[config.mk]
export PLATFORM = sky130hd
export DESIGN_NAME = word_serializer
export DESIGN_NICKNAME = d
export VERILOG_FILES = /design/src/rtl/word_serializer.sv
export SDC_FILE = /design/constraint.sdc
export NUM_CORES = 1
export LEC_CHECK = 0
export ABC_AREA = 1
export BUFFER_PORTS_ARGS = -buffer_cell sky130_fd_sc_hd__clkbuf_2
export CAP_MARGIN = 20
export CORE_MARGIN = 2
export CORE_UTILIZATION = 31
export DETAILED_ROUTE_END_ITERATION = 12
export SYNTH_ARGS = -nofsm -noshare
export SYNTH_HDL_FRONTEND = slang
export SYNTH_SLANG_ARGS = --single-unit
[constraint.sdc]
create_clock -name clk -period 1.3 [get_ports clk]
set_input_delay 0.13 -clock clk [delete_from_list [all_inputs] [get_ports clk]]
set_output_delay 0.13 -clock clk [all_outputs]
set_load 0.05 [all_outputs]
[src/rtl/word_serializer.sv]
// Parallel-to-serial transmitter: takes a word over valid/ready and shifts it out one bit per
// beat, LSB-first or MSB-first as chosen per word, with back-to-back reload on the last beat.
module word_serializer #(
  parameter int unsigned WORD_WIDTH = 8
) (
  input  logic                  clk,
  input  logic                  rst,
  input  logic [WORD_WIDTH-1:0] in_data,
  input  logic                  in_msb,
  input  logic                  in_valid,
  output logic                  in_ready,
  output logic                  ser_out,
  output logic                  ser_valid,
  input  logic                  ser_ready,
  output logic                  ser_last
);

  localparam int unsigned CntW = $clog2(WORD_WIDTH);
  localparam logic [CntW-1:0] CntLast = CntW'(WORD_WIDTH - 1);

  typedef enum logic {StIdle, StShift} state_e;

  state_e                state_q, state_d;
  logic [WORD_WIDTH-1:0] shreg_q, shreg_d;
  logic                  order_q, order_d;
  logic [CntW-1:0]       cnt_q, cnt_d;
  logic                  beat, accept;

  // Outputs are gated by rst so the in-flight word produces no beat in the reset cycle.
  always_comb begin
    ser_valid = !rst && (state_q == StShift);
    ser_out   = ser_valid && (order_q ? shreg_q[WORD_WIDTH-1] : shreg_q[0]);
    ser_last  = ser_valid && (cnt_q == CntLast);
    beat      = ser_valid && ser_ready;
    in_ready  = !rst && ((state_q == StIdle) || (beat && ser_last));
    accept    = in_valid && in_ready;
  end

  always_comb begin
    state_d = state_q;
    shreg_d = shreg_q;
    order_d = order_q;
    cnt_d   = cnt_q;
    if (accept) begin
      // Covers both the idle load and the same-cycle reload on the last beat.
      state_d = StShift;
      shreg_d = in_data;
      order_d = in_msb;
      cnt_d   = '0;
    end else if (beat) begin
      if (ser_last) begin
        state_d = StIdle;
        cnt_d   = '0;
      end else begin
        shreg_d = order_q ? {shreg_q[WORD_WIDTH-2:0], 1'b0} : {1'b0, shreg_q[WORD_WIDTH-1:1]};
        cnt_d   = cnt_q + CntW'(1);
      end
    end
  end

  always_ff @(posedge clk) begin
    if (rst) begin
      state_q <= StIdle;
      shreg_q <= '0;
      order_q <= 1'b0;
      cnt_q   <= '0;
    end else begin
      state_q <= state_d;
      shreg_q <= shreg_d;
      order_q <= order_d;
      cnt_q   <= cnt_d;
    end
  end

endmodule

==> flow_summary_export.csv, run 1 <==
group,metric,value,unit
setup_path,crit_chain,"ha_4 -> ha_4 -> nand4_4 -> a21oi_4 -> buf_8",
detailed_routing,drc,0,
timing,fin_crit_sh,1.16,
floorplan,ios,17,
detailed_routing,dr.pass1.iters,4,
place,placed_area,1080,µm²
logic_synthesis,synth-seq-cells,13,
clock_tree,clkTransAtPathRegs,0.09,ns
outcome,violations,"negative setup slack",
floorplan,chipWidth,56.2,µm
logic_synthesis,synth.distinct_cells,23,
logic_synthesis,synth_top_cell_area_share,0.309,
timing,report.final.slew_viol_count,0,
setup_path,worstPathRequired,1.17,ns
setup_path,reg2regPathDepth,10,
global_routing,first_global_vias,805,
logic_synthesis,avgSynthCellArea,6.69,µm²
floorplan,start_util,0.334,
finish,num_antenna_cells,0,
min_path,hp-class,"in -> reg",
global_routing,grt-ovfl-total,0,
global_routing,grt_max_degree,18,
logic_synthesis,yosys_warnings,0,
power,p_leak,0.000616,µW
detailed_routing,via_count,916,
detailed_routing,wire_per_inst,10.8,µm
timing,relSlewSlack,0.752,
setup_path,cp_common_cell,"ha_4",
setup_path,arrival,1.38,ns
power,p_per_area,760,nW/µm²
logic_synthesis,ys_seq_area_frac,0.309,
job,maxCapViolations,0,
timing,setup_viol,15,
timing,tns,-1.96,ns
timing,grt_setup_unrepaired,"yes",
clock_tree,insertion_delay,0.28,ns
logic_synthesis,synth_area_leader_cell,"dfxtp_1",
detailed_routing,viasPerCell,4.75,
clock_tree,cts-root-buf,"clkbuf_4",
logic_synthesis,syn_area,843,µm²
detailed_routing,drt_iter0_markers,19,
clock_tree,h-tree-depth,1,
place,gp_congestion,0.778,
clock_tree,clock_sinks,13,
place,dp_hpwl,1380,µm
power,irDropWorstVdd,0.557,mV
clock_tree,ctsLongestPathBuffers,2,
setup_path,crit_path_start_kind,"register",
finish,nets,179,
place,portBuffers,16,
clock_tree,cts_tree,"built",
timing,tightestPinTransition,0.372,ns
finish,layout_commonest_cell,"nand2_1",
finish,layout_common_cells,"24 x nand2_1, 17 x buf_4, 16 x inv_1",
finish,drive_gt1_frac,0.423,
setup_path,critPathBufInv,1,
detailed_routing,wl,2090,µm
global_routing,track_usage,0.138,
global_routing,antenna_found_initial,0,
setup_path,cp_num_cells,5,
floorplan,core_area,2520,µm²
clock_tree,numCtsBuffers,3,
timing,period_needed,1.51,ns
floorplan,die_h,56.2,µm
outcome,status,"finished, violations left",
global_routing,grt_pass1_wl,3480,µm
timing,hold_violations,0,
setup_path,crit_family,"flip-flops",
setup_path,critPathKind,"reg -> out",
floorplan,fp-row-count,18,
finish,final_util,0.516,
logic_synthesis,synth_area_leaders,"dfxtp_1 31%, nand2_1 12%, nand3_1 11%",
setup_path,crit_slowest_cell,"dfxtp_2",
min_path,worstHoldPathCells,3,
finish,syn2layout_area_growth,54.3,%
detailed_routing,drtAntennaViolNets,0,
setup_path,critPathCaptureType,"output port",
setup_path,max_stage_delay,0.36,ns
finish,fin_area,1300,µm²
floorplan,die_area,3150,µm²
timing,max_clock_freq,663,MHz
timing,setup_slack,-0.209,ns
logic_synthesis,syn_nets,141,
logic_synthesis,netlist_instances,126,
setup_path,worst-path-max-fanout,2,
timing,clock_skew,0.00712,ns
state kept, by name (all words and copies together), names as in the netlist:
register,cells
shreg_q,8
cnt_q,3
order_q,1
state_q,1
cells in the mapped netlist (all sizes together):
| cell | n |
|---|---|
| a21oi | 4 |
| nand2 | 29 |
| inv | 19 |
| dfxtp | 13 |
| nand4 | 1 |
| o21ai | 16 |
| ha | 2 |
| nand3 | 21 |
| clkbuf | 2 |
| clkinv | 1 |
| buf | 4 |
| nand3b | 1 |
| a22oi | 1 |
| nor2 | 12 |
where the power goes:
part	switching (µW)	internal (µW)
clock	140	119
sequential	19.2	423
combinational	163	126
final timing paths:
path | start | endpoint | slack, ns
max | cnt_q[1]$_SDFFE_PP0P_ | in_ready | -0.21
max reg2reg | cnt_q[1]$_SDFFE_PP0P_ | shreg_q[1]$_SDFFE_PP0P_ | -0.17
min reg2reg | shreg_q[6]$_SDFFE_PP0P_ | shreg_q[6]$_SDFFE_PP0P_ | 0.58
min | in_msb | order_q$_SDFFE_PP0P_ | 0.1
kinds of logic (layout without fill, tap and decap cells):
family / Yosys count / after routing / synth area share
compound gates: 21 / 21 / 0.141
fa+ha+maj: 2 / 2 / 0.0297
buf+inv: 26 / 61 / 0.151
flops: 13 / 13 / 0.309
simple gates: 64 / 66 / 0.369
stage by stage:
step	setup WS (ns)	power (µW)	std cells	hold WS (ns)
2_1_floorplan	-0.233	607	126	0.192
3_3_place_gp	-0.0876	676	179	0.380
3_5_place_dp	-0.118	680	179	0.389
4_1_cts	-0.219	968	189	0.0896
5_1_grt	-0.288	1060	193	0.0812
6_report	-0.209	989	193	0.0955
worst reg2reg max path: cells and delay by family, from the launching register on:
| family | cells | cell delay (ns) |
|---|---|---|
| adders and majority gates | 2 | 0.28 |
| AOI/OAI and AO/OA | 1 | 0.22 |
| DFF | 1 | 0.36 |
| and+or+nand+nor | 4 | 0.29 |
| buffers and inverters | 3 | 0.28 |
area by class of cell:
type                            instances  area, µm²
Timing Repair Buffer                   37        297
Sequential cell                        13        267
Tap cell                               30       37.5
Fill cell                             263       1220
Multi-Input combinational cell         89        596
Clock buffer                            4       26.3
Inverter                               20       78.8
timing repair:
| action | in CTS | in global routing |
|---|---|---|
| pin swaps | 4 | 13 |
| setup endpoints to repair | 14 | 16 |
| hold buffers | 0 | 0 |
| endpoints found under the hold margin | 0 | 0 |
| setup buffers | 5 | 3 |
| gates cloned | 1 | 1 |
| resized for setup | 11 | 16 |
routing by layer:
| metal | vias to the layer above | GRT usage | wire (µm) | part of all wire |
|---|---|---|---|---|
| met5 | - | 0 | 0 | 0 |
| met4 | 0 | 0.0612 | 12 | 0.0057 |
| met3 | 2 | 0.0233 | 97 | 0.046 |
| met2 | 21 | 0.225 | 1010 | 0.48 |
| met1 | 408 | 0.176 | 973 | 0.47 |
| li1 | 485 | - | - | - |
Power figures use the tool's default switching activity.
==> run 2, diff against run 1 <==
==> constraint.sdc (replaced) <==
create_clock -name clk -period 1.3 [get_ports clk]
set_input_delay 0.13 -clock clk [delete_from_list [all_inputs] [get_ports clk]]
set_output_delay 0.13 -clock clk [all_outputs]
set_load 0.1 [all_outputs]
==> flow_summary_export.csv, run 2 (same netlist as run 1, synthesis figures left out) <==
group,metric,value,unit
finish,regMostFlops,"shreg_q",
power,p_per_area,792,nW/µm²
finish,multiInputGateArea,589,µm²
setup_path,r2r-end,"shreg_q[5]$_SDFFE_PP0P_",
clock_tree,insertion_delay,0.28,ns
clock_tree,cts-root-buf,"clkbuf_4",
job,maxCapViolations,0,
floorplan,fp-row-count,18,
place,dp_worst_setup_slack,-0.175,ns
finish,fill_cells,252,
timing,report.final.slew_viol_count,0,
outcome,violations,"negative setup slack",
min_path,timing.hold.worst.start,"in_msb",
timing,fin_crit_sh,1.21,
place,dp_hpwl,1430,µm
place,portBuffers,16,
detailed_routing,dr.pass1.iters,4,
outcome,status,"finished, violations left",
min_path,hold_end,"order_q$_SDFFE_PP0P_",
timing,holdWs,0.0764,ns
setup_path,cp_common_cell,"ha_4",
setup_path,critPathCaptureType,"output port",
detailed_routing,drc,0,
power,p_leak,0.000599,µW
setup_path,crit_chain,"ha_4 -> ha_4 -> nand4_4 -> a21oi_4 -> buf_12",
detailed_routing,drt_iter0_markers,15,
setup_path,crit_path_start_kind,"register",
setup_path,crit_family,"flip-flops",
timing,period_needed,1.57,ns
setup_path,rrSetupSlack,-0.23,ns
finish,syn2layout_area_growth,50.6,%
global_routing,first_global_vias,877,
detailed_routing,wl,2190,µm
floorplan,start_util,0.334,
timing,clock_skew,0.00176,ns
global_routing,grt-ovfl-total,0,
setup_path,arrival,1.44,ns
timing,hold_violations,0,
timing,grt_setup_unrepaired,"yes",
place,dp_cells,177,
finish,nets,176,
global_routing,grt_pass1_wl,3750,µm
global_routing,track_usage,0.153,
timing,setup_slack,-0.273,ns
setup_path,reg2regPathDepth,9,
setup_path,crit_slowest_cell,"dfxtp_2",
finish,area.sequential,268,µm²
finish,finalNonFillerCells,190,
finish,num_antenna_cells,0,
global_routing,antenna_found_initial,0,
timing,max_clock_freq,636,MHz
detailed_routing,via_count,916,
global_routing,grt_max_degree,18,
setup_path,critPathKind,"reg -> out",
finish,largestRegisters,"shreg_q (8), cnt_q (3)",
place,gp_congestion,0.832,
floorplan,chipWidth,56.2,µm
finish,largest_reg_flops,8,
power,irDropWorstVdd,0.548,mV
floorplan,ios,17,
finish,drive_gt1_frac,0.381,
setup_path,r2r_start,"cnt_q[0]$_SDFFE_PP0P_",
clock_tree,clock_sinks,13,
floorplan,die_h,56.2,µm
floorplan,core_area,2520,µm²
min_path,worstHoldPathCells,3,
setup_path,critPathBufInv,1,
detailed_routing,wire_per_inst,11.5,µm
timing,tightestPinTransition,0.390,ns
floorplan,die_area,3150,µm²
setup_path,worstPathRequired,1.17,ns
clock_tree,clkTransAtPathRegs,0.08,ns
timing,setup_viol,15,
clock_tree,numCtsBuffers,3,
setup_path,max_stage_delay,0.36,ns
min_path,hp-class,"in -> reg",
setup_path,worst-path-max-fanout,2,
clock_tree,ctsLongestPathBuffers,2,
finish,layout_common_cells,"26 x nand2_1, 19 x nand3_1, 17 x inv_1, 17 x buf_4",
timing,relSlewSlack,0.740,
detailed_routing,viasPerCell,4.82,
clock_tree,cts_tree,"built",
detailed_routing,drtAntennaViolNets,0,
finish,layout_commonest_cell,"nand2_1",
clock_tree,h-tree-depth,1,
-- run 2: worst max-delay path by stage --
stage,from,endpoint,slack [ns],cells after the start
after detailed placement,cnt_q[1]$_SDFFE_PP0P_,shreg_q[5]$_SDFFE_PP0P_,-0.17,8
after CTS,cnt_q[0]$_SDFFE_PP0P_,ser_last,-0.29,6
final,cnt_q[0]$_SDFFE_PP0P_,in_ready,-0.27,5
after floorplan,cnt_q[1]$_SDFFE_PP0P_,shreg_q[5]$_SDFFE_PP0P_,-0.49,8
after global placement,cnt_q[1]$_SDFFE_PP0P_,shreg_q[7]$_SDFFE_PP0P_,-0.13,8
after global routing,cnt_q[0]$_SDFFE_PP0P_,ser_last,-0.31,6
-- run 2: routing by layer --
| layer | up-vias | part of all wire | track usage |
|---|---|---|---|
| met3 | 4 | 0.043 | 0.0302 |
| met4 | 0 | 0.016 | 0.0884 |
| met5 | - | 0 | 0 |
| met2 | 22 | 0.47 | 0.242 |
| met1 | 410 | 0.47 | 0.190 |
| li1 | 480 | - | - |
-- run 2: report_power, final --
group,internal [µW],switching (µW)
combinational,119,179
sequential,424,20.9
clock,119,144
total,662,344
-- run 2: metrics by stage --
step | total power [µW] | utilization | area [µm²] | TNS, ns
after floorplan | 625 | - | 901 | -4.98
after global placement | 701 | 0.439 | 1110 | -1.20
after detailed placement | 705 | 0.439 | 1110 | -1.65
after CTS | 1010 | 0.494 | 1250 | -2.40
after global routing | 1070 | 0.503 | 1270 | -3.46
final | 1010 | 0.503 | 1270 | -2.39
-- run 2: worst min-delay path, cell delays in order --
cell and delay (ns):
clkbuf_2 0.07, nand3_1 0.06, nand2_1 0.06
-- run 2: timing repair --
action / CTS / global route
setup endpoints to repair: 16 / 16
pin swaps: 4 / 0
resized for setup: 12 / 4
hold buffers: 0 / 0
cloned: 3 / 0
buffers inserted: 4 / 2
-- run 2: cell type report --
type                    count  area share
clock buffers               4      0.0207
well taps                  30      0.0296
inverters                  20      0.0640
flip-flops and latches     13       0.211
multi-input cells          90       0.464
repair buffers             33       0.211
